File: config.mk
export PLATFORM = sky130hd
export DESIGN_NAME = mac_neuron
export DESIGN_NICKNAME = d
export VERILOG_FILES = /design/src/rtl/mac_neuron.sv
export SDC_FILE = /design/constraint.sdc
export NUM_CORES = 2
export LEC_CHECK = 0
export CORE_MARGIN = 5
export CORE_UTILIZATION = 39
export CTS_CLUSTER_DIAMETER = 30
export DETAILED_ROUTE_END_ITERATION = 7
export PLACE_DENSITY = 0.61
export SYNTH_ARGS = -nofsm -noshare
export SYNTH_HDL_FRONTEND = slang
export SYNTH_SLANG_ARGS = --single-unit
File: constraint.sdc
create_clock -name iCLK -period 25.2 [get_ports iCLK]
set_input_delay 2.52 -clock iCLK [delete_from_list [all_inputs] [get_ports iCLK]]
set_output_delay 2.52 -clock iCLK [all_outputs]
set_load 0.05 [all_outputs]
File: src/rtl/mac_neuron.sv
// Time-multiplexed FP32 weighted-sum neuron on one multiplier and one adder.
// Build option: NEURON_BIAS_EN seeds the accumulator with iBIAS.

module fp_multiplier #(
    parameter int LAT = 5
) (
    input  logic        clk,
    input  logic [31:0] a,
    input  logic [31:0] b,
    output logic [31:0] y
);

    function automatic logic [31:0] fpMul(input logic [31:0] p, input logic [31:0] q);
        logic [7:0]  ea, eb;
        logic [22:0] ma, mb;
        logic        s, g, st, rnd;
        logic [47:0] pr;
        logic [23:0] m;
        logic [24:0] mr;
        logic [9:0]  e;
        logic [31:0] r;
        ea = p[30:23];
        eb = q[30:23];
        ma = p[22:0];
        mb = q[22:0];
        s  = p[31] ^ q[31];
        r  = {s, 31'b0};
        if ((ea == 8'hFF && ma != 0) || (eb == 8'hFF && mb != 0) ||
            (ea == 8'hFF && eb == 0) || (eb == 8'hFF && ea == 0)) begin
            r = 32'h7FC0_0000;
        end else if (ea == 8'hFF || eb == 8'hFF) begin
            r = {s, 8'hFF, 23'b0};
        end else if (ea != 0 && eb != 0) begin
            pr = {1'b1, ma} * {1'b1, mb};
            e  = {2'b0, ea} + {2'b0, eb} - 10'd127;
            if (pr[47]) begin
                m  = pr[47:24];
                g  = pr[23];
                st = |pr[22:0];
                e  = e + 10'd1;
            end else begin
                m  = pr[46:23];
                g  = pr[22];
                st = |pr[21:0];
            end
            rnd = g & (st | m[0]);
            mr  = {1'b0, m} + {24'b0, rnd};
            if (mr[24]) e = e + 10'd1;
            if (e[9] || e == 0) r = {s, 31'b0};
            else if (e >= 10'd255) r = {s, 8'hFF, 23'b0};
            else r = {s, e[7:0], mr[24] ? 23'b0 : mr[22:0]};
        end
        return r;
    endfunction

    logic [31:0] pipe [LAT];

    always_ff @(posedge clk) begin
        pipe[0] <= fpMul(a, b);
        for (int i = 1; i < LAT; i++) pipe[i] <= pipe[i-1];
    end

    assign y = pipe[LAT-1];

endmodule

module fp_adder #(
    parameter int LAT = 7
) (
    input  logic        clk,
    input  logic [31:0] a,
    input  logic [31:0] b,
    output logic [31:0] y
);

    function automatic logic [31:0] fpAdd(input logic [31:0] p, input logic [31:0] q);
        logic [31:0] u, v, x, z, r;
        logic [26:0] mx, my, sh;
        logic [27:0] s;
        logic [9:0]  e;
        logic [7:0]  d;
        logic [4:0]  lz;
        logic [24:0] mr;
        logic        found, rnd;
        // Denormals are flushed to signed zero before alignment.
        u = (p[30:23] == 0) ? {p[31], 31'b0} : p;
        v = (q[30:23] == 0) ? {q[31], 31'b0} : q;
        if (u[30:0] >= v[30:0]) begin
            x = u;
            z = v;
        end else begin
            x = v;
            z = u;
        end
        r = x;
        if (x[30:23] == 8'hFF) begin
            if (x[22:0] != 0 || (z[30:23] == 8'hFF && z[31] != x[31]))
                r = 32'h7FC0_0000;
        end else if (z[30:23] != 0) begin
            d  = x[30:23] - z[30:23];
            mx = {1'b1, x[22:0], 3'b0};
            my = {1'b1, z[22:0], 3'b0};
            if (d > 8'd26) begin
                sh = 27'd1;
            end else begin
                sh    = my >> d;
                sh[0] = sh[0] | (|(my & ((27'd1 << d) - 27'd1)));
            end
            if (x[31] == z[31]) s = {1'b0, mx} + {1'b0, sh};
            else s = {1'b0, mx} - {1'b0, sh};
            e = {2'b0, x[30:23]};
            if (s == 0) begin
                r = 32'h0;
            end else begin
                if (s[27]) begin
                    s = {1'b0, s[27:2], s[1] | s[0]};
                    e = e + 10'd1;
                end else begin
                    lz    = 5'd0;
                    found = 1'b0;
                    for (int i = 26; i >= 0; i--) begin
                        if (!found) begin
                            if (s[i]) found = 1'b1;
                            else lz = lz + 5'd1;
                        end
                    end
                    s = s << lz;
                    e = e - {5'b0, lz};
                end
                rnd = s[2] & (s[1] | s[0] | s[3]);
                mr  = {1'b0, s[26:3]} + {24'b0, rnd};
                if (mr[24]) e = e + 10'd1;
                if (e[9] || e == 0) r = {x[31], 31'b0};
                else if (e >= 10'd255) r = {x[31], 8'hFF, 23'b0};
                else r = {x[31], e[7:0], mr[24] ? 23'b0 : mr[22:0]};
            end
        end
        return r;
    endfunction

    logic [31:0] pipe [LAT];

    always_ff @(posedge clk) begin
        pipe[0] <= fpAdd(a, b);
        for (int i = 1; i < LAT; i++) pipe[i] <= pipe[i-1];
    end

    assign y = pipe[LAT-1];

endmodule

module mac_neuron #(
    parameter int N_IN    = 4,
    parameter int MUL_LAT = 5,
    parameter int ADD_LAT = 7
) (
    input  logic             iCLK,
    input  logic             iRST_N,
    input  logic             iSTART,
    input  logic [N_IN*32-1:0] iX,
    input  logic [N_IN*32-1:0] iW,
    input  logic [31:0]      iBIAS,
    output logic             oREADY,
    output logic             oBUSY,
    output logic             oVALID,
    output logic [31:0]      oSUM
);

    localparam int CW = $clog2(N_IN + 1);
    localparam int IW = (N_IN > 1) ? $clog2(N_IN) : 1;
`ifdef NEURON_BIAS_EN
    localparam int N_ADD = N_IN;
`else
    localparam int N_ADD = N_IN - 1;
`endif
    localparam logic [CW-1:0] LAST = CW'(N_IN - 1);
    localparam logic [CW-1:0] NADD = CW'(N_ADD);

    typedef enum logic [1:0] {IDLE, MUL, ACC, DONE} stateT;

    stateT              state;
    logic [31:0]        xReg [N_IN];
    logic [31:0]        wReg [N_IN];
    logic [31:0]        prod [N_IN];
    logic [31:0]        acc;
    logic [CW-1:0]      issCnt, prodCnt, addCnt;
    logic [MUL_LAT-1:0] mulVld;
    logic [ADD_LAT-1:0] addVld;
    logic               addBusy;
    logic               mulIssue, addIssue, mulRet, addRet;
    logic [IW-1:0]      prodSel;
    logic [31:0]        mulY, addA, addB, addY, seed;

`ifdef NEURON_BIAS_EN
    logic [31:0] biasReg;
    assign seed    = biasReg;
    assign prodSel = addCnt[IW-1:0];
`else
    logic unusedBias;
    assign unusedBias = ^iBIAS;
    assign seed       = (N_IN == 1) ? mulY : prod[0];
    assign prodSel    = addCnt[IW-1:0] + IW'(1);
`endif

    assign mulIssue = (state == MUL) && (issCnt != CW'(N_IN));
    assign mulRet   = mulVld[MUL_LAT-1];
    assign addRet   = addVld[ADD_LAT-1];
    // Next addition chains straight off the returning sum to avoid a bubble.
    assign addIssue = (state == ACC) && (addCnt != NADD) && (!addBusy || addRet);
    assign addA     = addRet ? addY : acc;
    assign addB     = prod[prodSel];

    fp_multiplier #(.LAT(MUL_LAT)) uMul (
        .clk (iCLK),
        .a   (xReg[issCnt[IW-1:0]]),
        .b   (wReg[issCnt[IW-1:0]]),
        .y   (mulY)
    );

    fp_adder #(.LAT(ADD_LAT)) uAdd (
        .clk (iCLK),
        .a   (addA),
        .b   (addB),
        .y   (addY)
    );

    always_ff @(posedge iCLK or negedge iRST_N) begin
        if (!iRST_N) begin
            state   <= IDLE;
            oREADY  <= 1'b1;
            oBUSY   <= 1'b0;
            oVALID  <= 1'b0;
            oSUM    <= '0;
            acc     <= '0;
            issCnt  <= '0;
            prodCnt <= '0;
            addCnt  <= '0;
            addBusy <= 1'b0;
            mulVld  <= '0;
            addVld  <= '0;
            for (int k = 0; k < N_IN; k++) begin
                xReg[k] <= '0;
                wReg[k] <= '0;
                prod[k] <= '0;
            end
`ifdef NEURON_BIAS_EN
            biasReg <= '0;
`endif
        end else begin
            mulVld <= (mulVld << 1) | MUL_LAT'(mulIssue);
            addVld <= (addVld << 1) | ADD_LAT'(addIssue);
            oVALID <= 1'b0;
            if (mulIssue) issCnt <= issCnt + 1'b1;
            if (mulRet) begin
                prod[prodCnt[IW-1:0]] <= mulY;
                prodCnt <= prodCnt + 1'b1;
            end
            if (addIssue) begin
                addCnt  <= addCnt + 1'b1;
                addBusy <= 1'b1;
            end else if (addRet) begin
                addBusy <= 1'b0;
            end
            if (addRet) acc <= addY;
            unique case (state)
                IDLE, DONE: begin
                    state <= IDLE;
                    if (iSTART) begin
                        for (int k = 0; k < N_IN; k++) begin
                            xReg[k] <= iX[32*k +: 32];
                            wReg[k] <= iW[32*k +: 32];
                        end
`ifdef NEURON_BIAS_EN
                        biasReg <= iBIAS;
`endif
                        issCnt  <= '0;
                        prodCnt <= '0;
                        addCnt  <= '0;
                        addBusy <= 1'b0;
                        state   <= MUL;
                        oREADY  <= 1'b0;
                        oBUSY   <= 1'b1;
                    end
                end
                MUL: begin
                    if (mulRet && prodCnt == LAST) begin
                        acc   <= seed;
                        state <= ACC;
                    end
                end
                ACC: begin
                    if (addRet && addCnt == NADD) begin
                        oSUM   <= addY;
                        oVALID <= 1'b1;
                        oBUSY  <= 1'b0;
                        oREADY <= 1'b1;
                        state  <= DONE;
                    end else if (NADD == 0) begin
                        oSUM   <= acc;
                        oVALID <= 1'b1;
                        oBUSY  <= 1'b0;
                        oREADY <= 1'b1;
                        state  <= DONE;
                    end
                end
            endcase
        end
    end

endmodule

# Yosys cells after proc, flatten, opt, wreduce, memory -nomap -nowiden
# Memories as Yosys holds them, arrays and structs flattened.
# Index checks and enable logic that the tools add are counted.
[classes] addsub=43 mul=1 n_lt_le_gt_ge=8 eq_ne=16 shift=3 mux=411 bitwise_logic=14 n_reduce_logical=44
[ops] operator="5-bit 2-to-1 mux" n=160
[ops] operator="32-bit 2-to-1 mux" n=17
[ops] operator="31-bit 2-to-1 mux" n=8
[ops] operator="32-bit binary-select mux with 2-bit select" n=3
[ops] operator="27-bit 2-to-1 mux" n=7
[ops] operator="1-bit 2-to-1 mux" n=175
[ops] operator="10-bit 2-to-1 mux" n=16
[ops] operator="5-bit by 1-bit adder with 5-bit output, second input constant" n=26
[ops] operator="128-bit bitwise mux" n=1
[ops] operator="24-bit 2-to-1 mux" n=4
[ops] operator="28-bit 2-to-1 mux" n=3
[ops] operator="23-bit nonzero test" n=3
[ops] operator="32-bit demux with 2-bit select" n=1
[ops] operator="24-bit by 1-bit adder with 25-bit output" n=2
[ops] operator="24-bit by 24-bit multiplier with 48-bit output" n=1
[ops] operator="23-bit 2-to-1 mux" n=2
[ops] operator="8-bit == test, second input constant" n=4
[ops] operator="8-bit zero test" n=4
[ops] operator="31-bit >= comparator" n=1
[ops] operator="10-bit by 1-bit adder with 10-bit output, second input constant" n=3
[ops] operator="27-bit by 27-bit adder with 28-bit output" n=1
[ops] operator="28-bit zero test" n=1
[ops] operator="28-bit by 5-bit << shifter with 27-bit output" n=1
[ops] operator="27-bit by 27-bit subtractor with 28-bit output" n=1
[ops] operator="other kinds (47)" n=95
[totals] regBits=475 ramBits=384 input_bits=291 word_cells=566 memories=2
[mem_list] memory="uAdd.pipe" words=7 width=32 read_ports=7 rd_clocked_by_memory_dff=0 wr=7 line="141" source="logic [31:0] pipe [LAT];"
[mem_list] memory="uMul.pipe" words=5 width=32 read_ports=5 rd_clocked_by_memory_dff=0 wr=5 line="56" source="logic [31:0] pipe [LAT];"

# Depth between registers and ports, before layout
[logic_depth] depth_word=228 mapped_depth=139 depth_no_buf=129

# Cells and area by module
# From an unflattened synthesis, not the netlist that was laid out.
[hier_totals] hier_cells=7172 hier_area_um2=66147.2
[by_module_without_submodules] mod="fp_multiplier" instances=1 cells_per_inst=2812 area_per_inst_um2=25488.2 seq_area_each_um2=3203.1
[by_module_without_submodules] mod="mac_neuron" instances=1 cells_per_inst=1735 area_per_inst_um2=20764.9 seq_area_each_um2=11887.7
[by_module_without_submodules] mod="fp_adder" instances=1 cells_per_inst=2625 area_per_inst_um2=19894.1 seq_area_each_um2=4484.3

# Worst setup path before layout
# OpenSTA, ideal clock, no wires.
[synth_path] path_type="register -> register" start="register addCnt[0]" end="memory uAdd.pipe[0][21]" setup_time_ns=0.134 t_arrival_ns=23.674 t_required_ns=25.066 slack_ns=1.393 path_stages_with_launch=133 path_buffers=13 cell_sequence="dfrtp_1 ha_1 buf_2 clkbuf_1 clkbuf_1 mux4_2 nand2_1 ha_1 a21oi_1 o21ai_1 or4b_1 o211a_2 nor2_1 buf_4 buf_2 buf_1 buf_1 nor2_1 (+97 left out) clkbuf_1 inv_1 clkbuf_1 ha_1 a21o_1 a21oi_1 xor2_1 nor2_1 a31oi_1 or2_2 nor2_1 nand2_1 or2_2 a2111oi_0 a41oi_1 o2111ai_2 buf_4 o22ai_1"
[synth_lines] item="from (decl)" line="186" source="logic [CW-1:0] issCnt, prodCnt, addCnt;"
[synth_lines] item="from (signal assigned)" line="259" source="addCnt <= addCnt + 1'b1;"
[synth_lines] item="to (decl)" line="141"

==> flow_summary.ini <==
[status]
outcome = complete, but fails checks
violations = design-rule violations

[pwr]
ir_drop_mv = 0.06159
p_leak_nw = 34.17
p_total_mw = 3.441
power_per_cell_area_mw_per_mm2 = 46.25

[worst_setup_path]
cp_max_fo = 14
path_class = reg2reg
cp-end-kind = flop
cp.required_ps = 25800
critPathLaunchType = flop
worstPathArrival_ps = 24500
max_stage_delay_ps = 540
slowest_stage = or4_1

[clocking]
clock_path_buffers = 3
cts.sinks = 859
cts_made_buffers = 142
cts_tree = done
clk_pin_slew_ps = 60
root_buffer = clkbuf_16
cts_max_level = 4
clk-insertion-delay-late_ps = 760

[global_routing]
grt_pass1_vias = 50540
grt_max_degree = 136
grt_usage_pct = 22.64
grt_overflow = 0
grt_pass1_wl_um = 298100
antenna_found_initial = 23

[route]
ant_nets = 0
wl_per_cell_um = 21.44
routed_wl_um = 193400
drtIter0Drc = 3277
drcViolationCount = 6
drt-vias-per-instance = 5.427
vias = 48931
first_pass_iters = 8

[synth]
async_reset_ff_share_pct = 55.30
ys_ff_latch = 859
synth_area_mm2 = 0.06233
syn_inst = 6427
synthFlopType = dfrtp_1
ys_seq_area_share_pct = 31.41
synth_cell_types = 113
synth_nets = 7511
yosys_warnings = 0
syn_area_per_cell_um2 = 9.698
synth_edf_count = 0

[finish]
area_growth_pct = 19.35
mostFrequentLayoutCells = inv_1 (705), nand2_1 (694), nor2_1 (565)
nets = 7898
final_core_util_pct = 46.92
final_common_cell = inv_1
layout-drive-gt1-share_pct = 17.31

[floorplan]
rows = 146
ios = 326
dieWidth_um = 409.8
die_h_um = 409.8
core_area_mm2 = 0.1586
die-area_mm2 = 0.1679
initial_core_util_pct = 39.31

[sta]
hold_viol_final = 0
finalMaxSlewViolations = 0
timing.final.crit_period_ps = 23900
worst_pin_slew_ps = 1100
min_period_over_period_pct = 94.84
fmax_mhz = 41.84
hold-worst-slack_ps = 265.5
skew_ps = 70.83
setup_violations = 0
maxSlewHeadroom_pct = 26.66

[min_path]
hold_path.class = reg2reg

[place]
dpl.hpwl_um = 147100
numPortBuffers = 293
gp_congestion = 0.9312

[run]
cap_violations = 0
[flip-flops by register name (all words and copies together) (netlist names)]
name       cells
xReg         128
uMul.pipe    160
addVld         7
seed          32
oREADY         1
wReg         128
uAdd.pipe    224
oVALID         1
state          2
acc           32
mulVld         5
oSUM          32
issCnt         3
prod          96
addBusy        1
addCnt         3
oBUSY          1
prodCnt        3
[layer usage]
layer  up-vias  share of wire (%)  track usage (%)
met5         -              0.066                0
met2      1645                 49            38.97
met1     24413                 41            28.59
met3       382                6.3            3.997
met4        20                3.5            8.149
li1      22471                  -                -
[through the flow]
step	TNS, ps	setup WS [ps]	cell area (um^2)	cells
after floorplan	0	1393	62330	6427
after global placement	0	191.9	68450	8703
after detailed placement	0	51.95	68450	8703
after CTS	0	24.92	73630	8967
after global routing	-2043	-113.7	74390	9016
final	0	1300	74390	9017
[worst max-delay path, delay by kind of cell, from the launching register on]
family | cells | cell delay (ps)
mux | 9 | 1830
fa+ha+maj | 14 | 4060
compound gates | 49 | 8590
flops | 1 | 430
buf+inv | 14 | 2160
simple gates | 37 | 5540
xor+xnor | 5 | 1080
[cell families (layout without fill, tap and decap cells)]
family / after synthesis / count (layout) / share of synthesized area (%)
simple gates: 1847 / 1848 / 13.35
buf+inv: 1030 / 1536 / 6.331
compound gates: 959 / 959 / 9.967
flops: 859 / 859 / 31.41
fa+ha+maj: 797 / 797 / 21.82
mux: 693 / 693 / 13.50
xor+xnor: 242 / 242 / 3.631
other cells: 0 / 11 / 0
[layout make-up]
cell class | count | area, um^2
diodes | 11 | 27.53
clock buffers | 170 | 3840
clock inverters | 94 | 1338
fillers | 14737 | 84170
inverters | 727 | 2729
multi-input cells | 4539 | 39300
flip-flops and latches | 859 | 19580
well taps | 2072 | 2592
repair buffers | 545 | 4985
[synthesized netlist by cell type, types with 25 or more instances]
| cell type | instances | share of area, % |
|---|---|---|
| xnor2_1 | 153 | 2.1 |
| nand3_1 | 124 | 1.0 |
| o211ai_1 | 38 | 0.46 |
| buf_2 | 31 | 0.25 |
| and3_1 | 54 | 0.54 |
| and2_1 | 67 | 0.67 |
| o21bai_1 | 39 | 0.47 |
| mux4_2 | 69 | 2.5 |
| dfxtp_1 | 384 | 12 |
| o21a_1 | 28 | 0.34 |
| ha_1 | 308 | 6.2 |
| nor3_1 | 94 | 0.75 |
| o21ai_1 | 49 | 0.39 |
| xor2_1 | 78 | 1.1 |
| buf_1 | 44 | 0.26 |
| nor2_1 | 567 | 3.4 |
| clkbuf_1 | 220 | 1.3 |
| dfrtp_1 | 474 | 19 |
| mux2i_1 | 146 | 2.3 |
| or3_1 | 25 | 0.25 |
| inv_1 | 705 | 4.2 |
| a31oi_1 | 32 | 0.32 |
| fa_1 | 485 | 16 |
| nand4_1 | 47 | 0.47 |
| a211oi_1 | 47 | 0.57 |
| o21ai_0 | 188 | 1.5 |
| nor4_1 | 36 | 0.36 |
| nand2b_1 | 26 | 0.26 |
| a21o_1 | 54 | 0.65 |
| mux2_2 | 476 | 8.6 |
| a21oi_1 | 269 | 2.2 |
| nand2_1 | 697 | 4.2 |
[report_power, final]
part / switching [mW] / leakage, nW / internal, mW
clock network: 0.749 / 2.49 / 1.26
logic: 0.0227 / 22.0 / 0.0355
registers: 0 / 9.68 / 1.37
[worst paths after layout]
kind	slack, ps	end	start	depth (start not counted)
hold / removal	270	uMul.pipe[0][101]	uMul.pipe[0][69]	0
setup / recovery	1300	uAdd.pipe[0][13]	addCnt[0]	128
setup reg to reg	1300	uAdd.pipe[0][13]	addCnt[0]	128
hold reg to reg	270	uMul.pipe[0][101]	uMul.pipe[0][69]	0
max in group asynchronous	19920	addVld[6]	iRST_N	4
min in group asynchronous	1860	xReg[13]	iRST_N	1
[repair_timing]
item	CTS	global route
setup endpoints to repair	23	31
buffers inserted	0	36
hold buffers	0	0
pin swaps	0	37
gates resized for setup	1	86
cloned	0	3
Note: power is estimated with default switching activity, not from simulation.
